===== src/rtl/tx_resp_packer.sv =====
// Serialises ALU results (two bytes, low byte first) and register-file reads (one byte) into FIFO writes.
// Optional build macro RESP_CHECKSUM_EN appends an XOR checksum byte to every response.
module tx_resp_packer #(
   parameter int ALU_DATA_WIDTH = 16,
   parameter int FRAME_WIDTH    = 8
) (
   input  logic                      CLK,
   input  logic                      RST,
   input  logic [ALU_DATA_WIDTH-1:0] ALU_OUT,
   input  logic                      OUT_VALID,
   input  logic [FRAME_WIDTH-1:0]    RdData,
   input  logic                      RdData_Valid,
   input  logic                      FIFO_FULL,
   output logic [FRAME_WIDTH-1:0]    WR_DATA,
   output logic                      WR_INC,
   output logic                      busy,
   output logic                      drop_err
);

   localparam logic [2:0] ST_IDLE    = 3'd0;
   localparam logic [2:0] ST_SEND_LO = 3'd1;
   localparam logic [2:0] ST_SEND_HI = 3'd2;
   localparam logic [2:0] ST_SEND_RD = 3'd3;
`ifdef RESP_CHECKSUM_EN
   localparam logic [2:0] ST_SEND_CHK = 3'd4;
`endif

   localparam int PAD_WIDTH = ALU_DATA_WIDTH - FRAME_WIDTH;

   logic [2:0]                state_r;
   logic [2:0]                next_state_s;
   logic [ALU_DATA_WIDTH-1:0] data_r;
   logic                      drop_err_r;
   logic                      idle_s;
   logic                      busy_s;
   logic                      wr_inc_s;
   logic [FRAME_WIDTH-1:0]    wr_data_s;
   logic                      accept_alu_s;
   logic                      accept_rd_s;
   logic                      drop_s;
`ifdef RESP_CHECKSUM_EN
   logic [FRAME_WIDTH-1:0]    chk_r;

   function automatic logic [FRAME_WIDTH-1:0] chk_fold(
      input logic [FRAME_WIDTH-1:0] acc,
      input logic [FRAME_WIDTH-1:0] frame
   );
      chk_fold = acc ^ frame;
   endfunction
`endif

   // Acceptance and drop decisions for the current cycle's valids
   always_comb begin
      idle_s       = (state_r == ST_IDLE);
      busy_s       = ~idle_s;
      accept_alu_s = idle_s & OUT_VALID;
      accept_rd_s  = idle_s & ~OUT_VALID & RdData_Valid;
      if (idle_s) begin
         drop_s = OUT_VALID & RdData_Valid;
      end else begin
         drop_s = OUT_VALID | RdData_Valid;
      end
   end

   // Byte presented to the FIFO; the write strobe follows FIFO_FULL directly so a full FIFO stalls the same cycle
   always_comb begin
      wr_inc_s = busy_s & ~FIFO_FULL;
      case (state_r)
         ST_SEND_LO: wr_data_s = data_r[FRAME_WIDTH-1:0];
         ST_SEND_HI: wr_data_s = data_r[ALU_DATA_WIDTH-1:FRAME_WIDTH];
         ST_SEND_RD: wr_data_s = data_r[FRAME_WIDTH-1:0];
`ifdef RESP_CHECKSUM_EN
         ST_SEND_CHK: wr_data_s = chk_r;
`endif
         default:    wr_data_s = {FRAME_WIDTH{1'b0}};
      endcase
   end

   // Next-state logic: send states advance only on an accepted write
   always_comb begin
      next_state_s = state_r;
      case (state_r)
         ST_IDLE: begin
            if (OUT_VALID) begin
               next_state_s = ST_SEND_LO;
            end else if (RdData_Valid) begin
               next_state_s = ST_SEND_RD;
            end else begin
               next_state_s = ST_IDLE;
            end
         end
         ST_SEND_LO: begin
            if (wr_inc_s) begin
               next_state_s = ST_SEND_HI;
            end else begin
               next_state_s = state_r;
            end
         end
         ST_SEND_HI, ST_SEND_RD: begin
            if (wr_inc_s) begin
`ifdef RESP_CHECKSUM_EN
               next_state_s = ST_SEND_CHK;
`else
               next_state_s = ST_IDLE;
`endif
            end else begin
               next_state_s = state_r;
            end
         end
`ifdef RESP_CHECKSUM_EN
         ST_SEND_CHK: begin
            if (wr_inc_s) begin
               next_state_s = ST_IDLE;
            end else begin
               next_state_s = state_r;
            end
         end
`endif
         default: next_state_s = ST_IDLE;
      endcase
   end

   // State register
   always_ff @(posedge CLK or negedge RST) begin
      if (!RST) begin
         state_r <= ST_IDLE;
      end else begin
         state_r <= next_state_s;
      end
   end

   // Captured response payload; register reads are zero-extended into the low byte
   always_ff @(posedge CLK or negedge RST) begin
      if (!RST) begin
         data_r <= {ALU_DATA_WIDTH{1'b0}};
      end else if (accept_alu_s) begin
         data_r <= ALU_OUT;
      end else if (accept_rd_s) begin
         data_r <= {{PAD_WIDTH{1'b0}}, RdData};
      end else begin
         data_r <= data_r;
      end
   end

   // Discard indication, one cycle after the offending valid
   always_ff @(posedge CLK or negedge RST) begin
      if (!RST) begin
         drop_err_r <= 1'b0;
      end else begin
         drop_err_r <= drop_s;
      end
   end

`ifdef RESP_CHECKSUM_EN
   // Running XOR of payload bytes actually written, restarted at each capture
   always_ff @(posedge CLK or negedge RST) begin
      if (!RST) begin
         chk_r <= {FRAME_WIDTH{1'b0}};
      end else if (accept_alu_s || accept_rd_s) begin
         chk_r <= {FRAME_WIDTH{1'b0}};
      end else if (wr_inc_s && (state_r != ST_SEND_CHK)) begin
         chk_r <= chk_fold(chk_r, wr_data_s);
      end else begin
         chk_r <= chk_r;
      end
   end
`endif

   assign WR_DATA  = wr_data_s;
   assign WR_INC   = wr_inc_s;
   assign busy     = busy_s;
   assign drop_err = drop_err_r;

endmodule


===== config.mk =====
export PLATFORM = sky130hd
export DESIGN_NAME = tx_resp_packer
export DESIGN_NICKNAME = d
export VERILOG_FILES = /design/src/rtl/tx_resp_packer.sv
export SDC_FILE = /design/constraint.sdc
export NUM_CORES = 1
export LEC_CHECK = 0
export CAP_MARGIN = 15
export CORE_MARGIN = 1.5
export CORE_UTILIZATION = 40
export DETAILED_ROUTE_END_ITERATION = 10
export HOLD_SLACK_MARGIN = 0.03
export PLACE_DENSITY = 0.87
export SETUP_SLACK_MARGIN = 0.4
export SKIP_LAST_GASP = 1
export SYNTH_ARGS = -nofsm -noshare
export SYNTH_HDL_FRONTEND = slang
export SYNTH_SLANG_ARGS = --single-unit

===== constraint.sdc =====
create_clock -name CLK -period 1.7 [get_ports CLK]
set_clock_uncertainty 0.05 [all_clocks]
set_input_delay 0.17 -clock CLK [delete_from_list [all_inputs] [get_ports CLK]]
set_output_delay 0.17 -clock CLK [all_outputs]
set_load 0.005 [all_outputs]

==> flow_summary.toml <==
[power]
p_sw_frac = 0.325
power_frac_seq = 0.327
power_density_nw_per_um2 = 1580
internal_power_mw = 1.63
switching_power_mw = 0.786
leakagePower_nw = 0.716
comb_power_share = 0.579
ir_worst_vdd_mv = 0.841
design_power_total_mw = 2.42
pwr-share-clk = 0.094

[detailed_routing]
detailedRoute.firstPassIterationCount = 4
drt_wl_total_um = 2450
final_ant_viol_nets = 0
initialDrtViolationCount = 9
remaining_drc_errors = 0
dr_total_vias = 791
post_drt_wl_per_cell_um = 16.3
post_drt_via_cell_ratio = 5.27

[layout]
finish.net_count = 152
drive_above_1_share = 0.418
insertedDiodeCount = 0
post-route-util = 0.686
syn_to_final_growth_pct = 60.8

[sta]
maxSlewHeadroom = 0.805
tns_ns = 0
final_hold_viol_count = 0
drv_slew = 0
fin_crit_ns = 1.59
finalSetupViolations = 0
final_min_period_over_clock_period = 0.937
timing.fmax_ghz = 0.628
slew_worst_pin_ns = 0.291
rsz0062_at_grt = "true"

[synth]
synth.distinct_cells = 17
synth_seq_area_share = 0.499
synth_enable_flop_cells = 0
yosysTopAreaCellShare = 0.499
synth_nets = 98
ys_ff_latch = 19
synth-main-ff-cell = "sky130_fd_sc_hd__dfrtp_1"
ys_top_cells_by_area = "sky130_fd_sc_hd__dfrtp_1, sky130_fd_sc_hd__a22o_1, sky130_fd_sc_hd__mux2_4"
post_synth_inst_count = 69
yosysMostFrequentCell = "sky130_fd_sc_hd__dfrtp_1"
synth_async_reset_ratio = 1.00
synth.top_cells.by_count = "sky130_fd_sc_hd__dfrtp_1, sky130_fd_sc_hd__a22o_1, sky130_fd_sc_hd__mux2_4"
yosysTopAreaCell = "sky130_fd_sc_hd__dfrtp_1"
synth-warning-count = 0
synth_area_per_cell_sq_um = 13.8
post_synth_instance_area_sq_um = 953

[setup_path]
worst_setup_path_end_kind = "output port"
cp_data_arrival_time_ns = 1.37
slowest_delay_ns = 0.40
maximum_net_fanout_on_the_critical_path = 7
worst-endpoint-required_ns = 1.48
crit_path_kind = "reg2out"
cp_common_cell = "sky130_fd_sc_hd__buf_6"
cpLargestDelayFamily = "flip-flops"
critical_path.slowest_cell = "sky130_fd_sc_hd__dfrtp_1"
critical_path.n_buffers_inverters = 3
crit_path_cell_trace = "nor2b_4, buf_6, buf_6, a22o_1, buf_2"
timing.critical_path.from_type = "flip-flop"

[die]
floorplan.rows = 17
die_x_um = 51.8
start_util = 0.427
pin_count = 40
placeableCoreArea_sq_um = 2230
die_height_um = 51.8
dieArea_sq_um = 2690

[global_route]
grt-ovfl-total = 0
grt_util_all_layers = 0.218
grt_pass1_vias = 881
grt_pass1_wl_um = 4190
grt_start_max_net_pins = 20
antenna_violations_before_repair = 0

[status]
status = "completed"

[clock_tree]
cts_sinks = 19
clockRootBuffer = "sky130_fd_sc_hd__clkbuf_4"
cts_made_buffers = 3
cts-hold-fix-buffers = 0
clock_path_buffers = 2
cts_tree = "yes"
clock_latency_ns = 0.29
clk_pin_slew_worst_paths_ns = 0.11
cts-htree-levels = 1

[placed_design]
dpl_wire_length_um = 1620
gp_congestion = 0.767
io_buffers = 39

[flow_run]
drv.max_cap_violation_count = 0

[min_path]
holdCritPathClass = "in2async"
==> timing repair <==
action	CTS	global route
buffers inserted	7	0
gates cloned	2	0
resized for setup	53	2
endpoints found under the setup margin	28	28
pin swaps	9	1
==> layout by cell type, fill, tap and decap left out, types with 2 or more instances in the layout <==
master | Yosys | layout
sky130_fd_sc_hd__nand2_1 | 3 | 3
sky130_fd_sc_hd__a22o_1 | 16 | 16
sky130_fd_sc_hd__clkbuf_4 | 0 | 3
sky130_fd_sc_hd__buf_12 | 0 | 2
sky130_fd_sc_hd__clkdlybuf4s50_1 | 0 | 28
sky130_fd_sc_hd__o21ai_0 | 2 | 2
sky130_fd_sc_hd__dfrtp_1 | 19 | 19
sky130_fd_sc_hd__buf_6 | 2 | 8
sky130_fd_sc_hd__mux2_4 | 9 | 9
sky130_fd_sc_hd__buf_4 | 0 | 3
sky130_fd_sc_hd__mux2_2 | 7 | 7
sky130_fd_sc_hd__buf_2 | 1 | 9
==> cell type report <==
cell class	count	area, sq um
Clock buffer	4	26.3
Inverter	1	3.75
Multi-Input combinational cell	44	448
Fill cell	168	701
Tap cell	28	35.0
Timing Repair Buffer	54	544
Sequential cell	19	475
==> stage by stage <==
| stage | setup WS, ns | hold WS [ns] | cell area, sq um | cells |
|---|---|---|---|---|
| floorplan | 0.441 | -0.176 | 953 | 69 |
| CTS | 0.112 | 0.171 | 1540 | 150 |
| global route | 0.0512 | 0.167 | 1530 | 150 |
| detailed placement | 0.0552 | 0.442 | 1410 | 137 |
| finish | 0.107 | 0.156 | 1530 | 150 |
| global placement | 0.0921 | 0.440 | 1410 | 137 |
==> layer usage <==
metal,wire (um),global-route usage,part of all wire
met4,44,0.0877,0.018
met5,0,0,0
met3,85,0.0316,0.035
met2,1370,0.401,0.56
met1,948,0.249,0.39
==> power by group through the flow <==
stage	clock (mW)	combinational, mW	sequential (mW)
2_1_floorplan	0	0.617	0.764
3_3_place_gp	0	1.14	0.766
3_5_place_dp	0	1.18	0.777
4_1_cts	0.231	1.41	0.779
5_1_grt	0.255	1.48	0.817
6_report	0.228	1.40	0.790
==> registers in the layout (all words and copies together), names as in the netlist <==
signal	cells
state_r	2
data_r	16
drop_err	1
==> final timing paths <==
kind | start | to | slack (ns) | cells past startpoint
max | state_r[1] | WR_DATA[4] | 0.11 | 5
min in group CLK | ALU_OUT[12] | data_r[12] | 0.42 | 2
max in group asynchronous | RST | state_r[0] | 1.23 | 2
min | RST | data_r[12] | 0.16 | 2
min reg2reg | data_r[5] | data_r[5] | 0.47 | 1
max reg2reg | state_r[1] | data_r[0] | 0.16 | 7
==> logic make-up after synthesis <==
| kind of cell | share of synthesized area |
|---|---|
| compound gates | 0.175 |
| fa+ha+maj | 0.0105 |
| buf+inv | 0.0407 |
| flops | 0.499 |
| mux | 0.224 |
| simple gates | 0.0512 |
No activity file was read; power rests on OpenSTA's default activity.
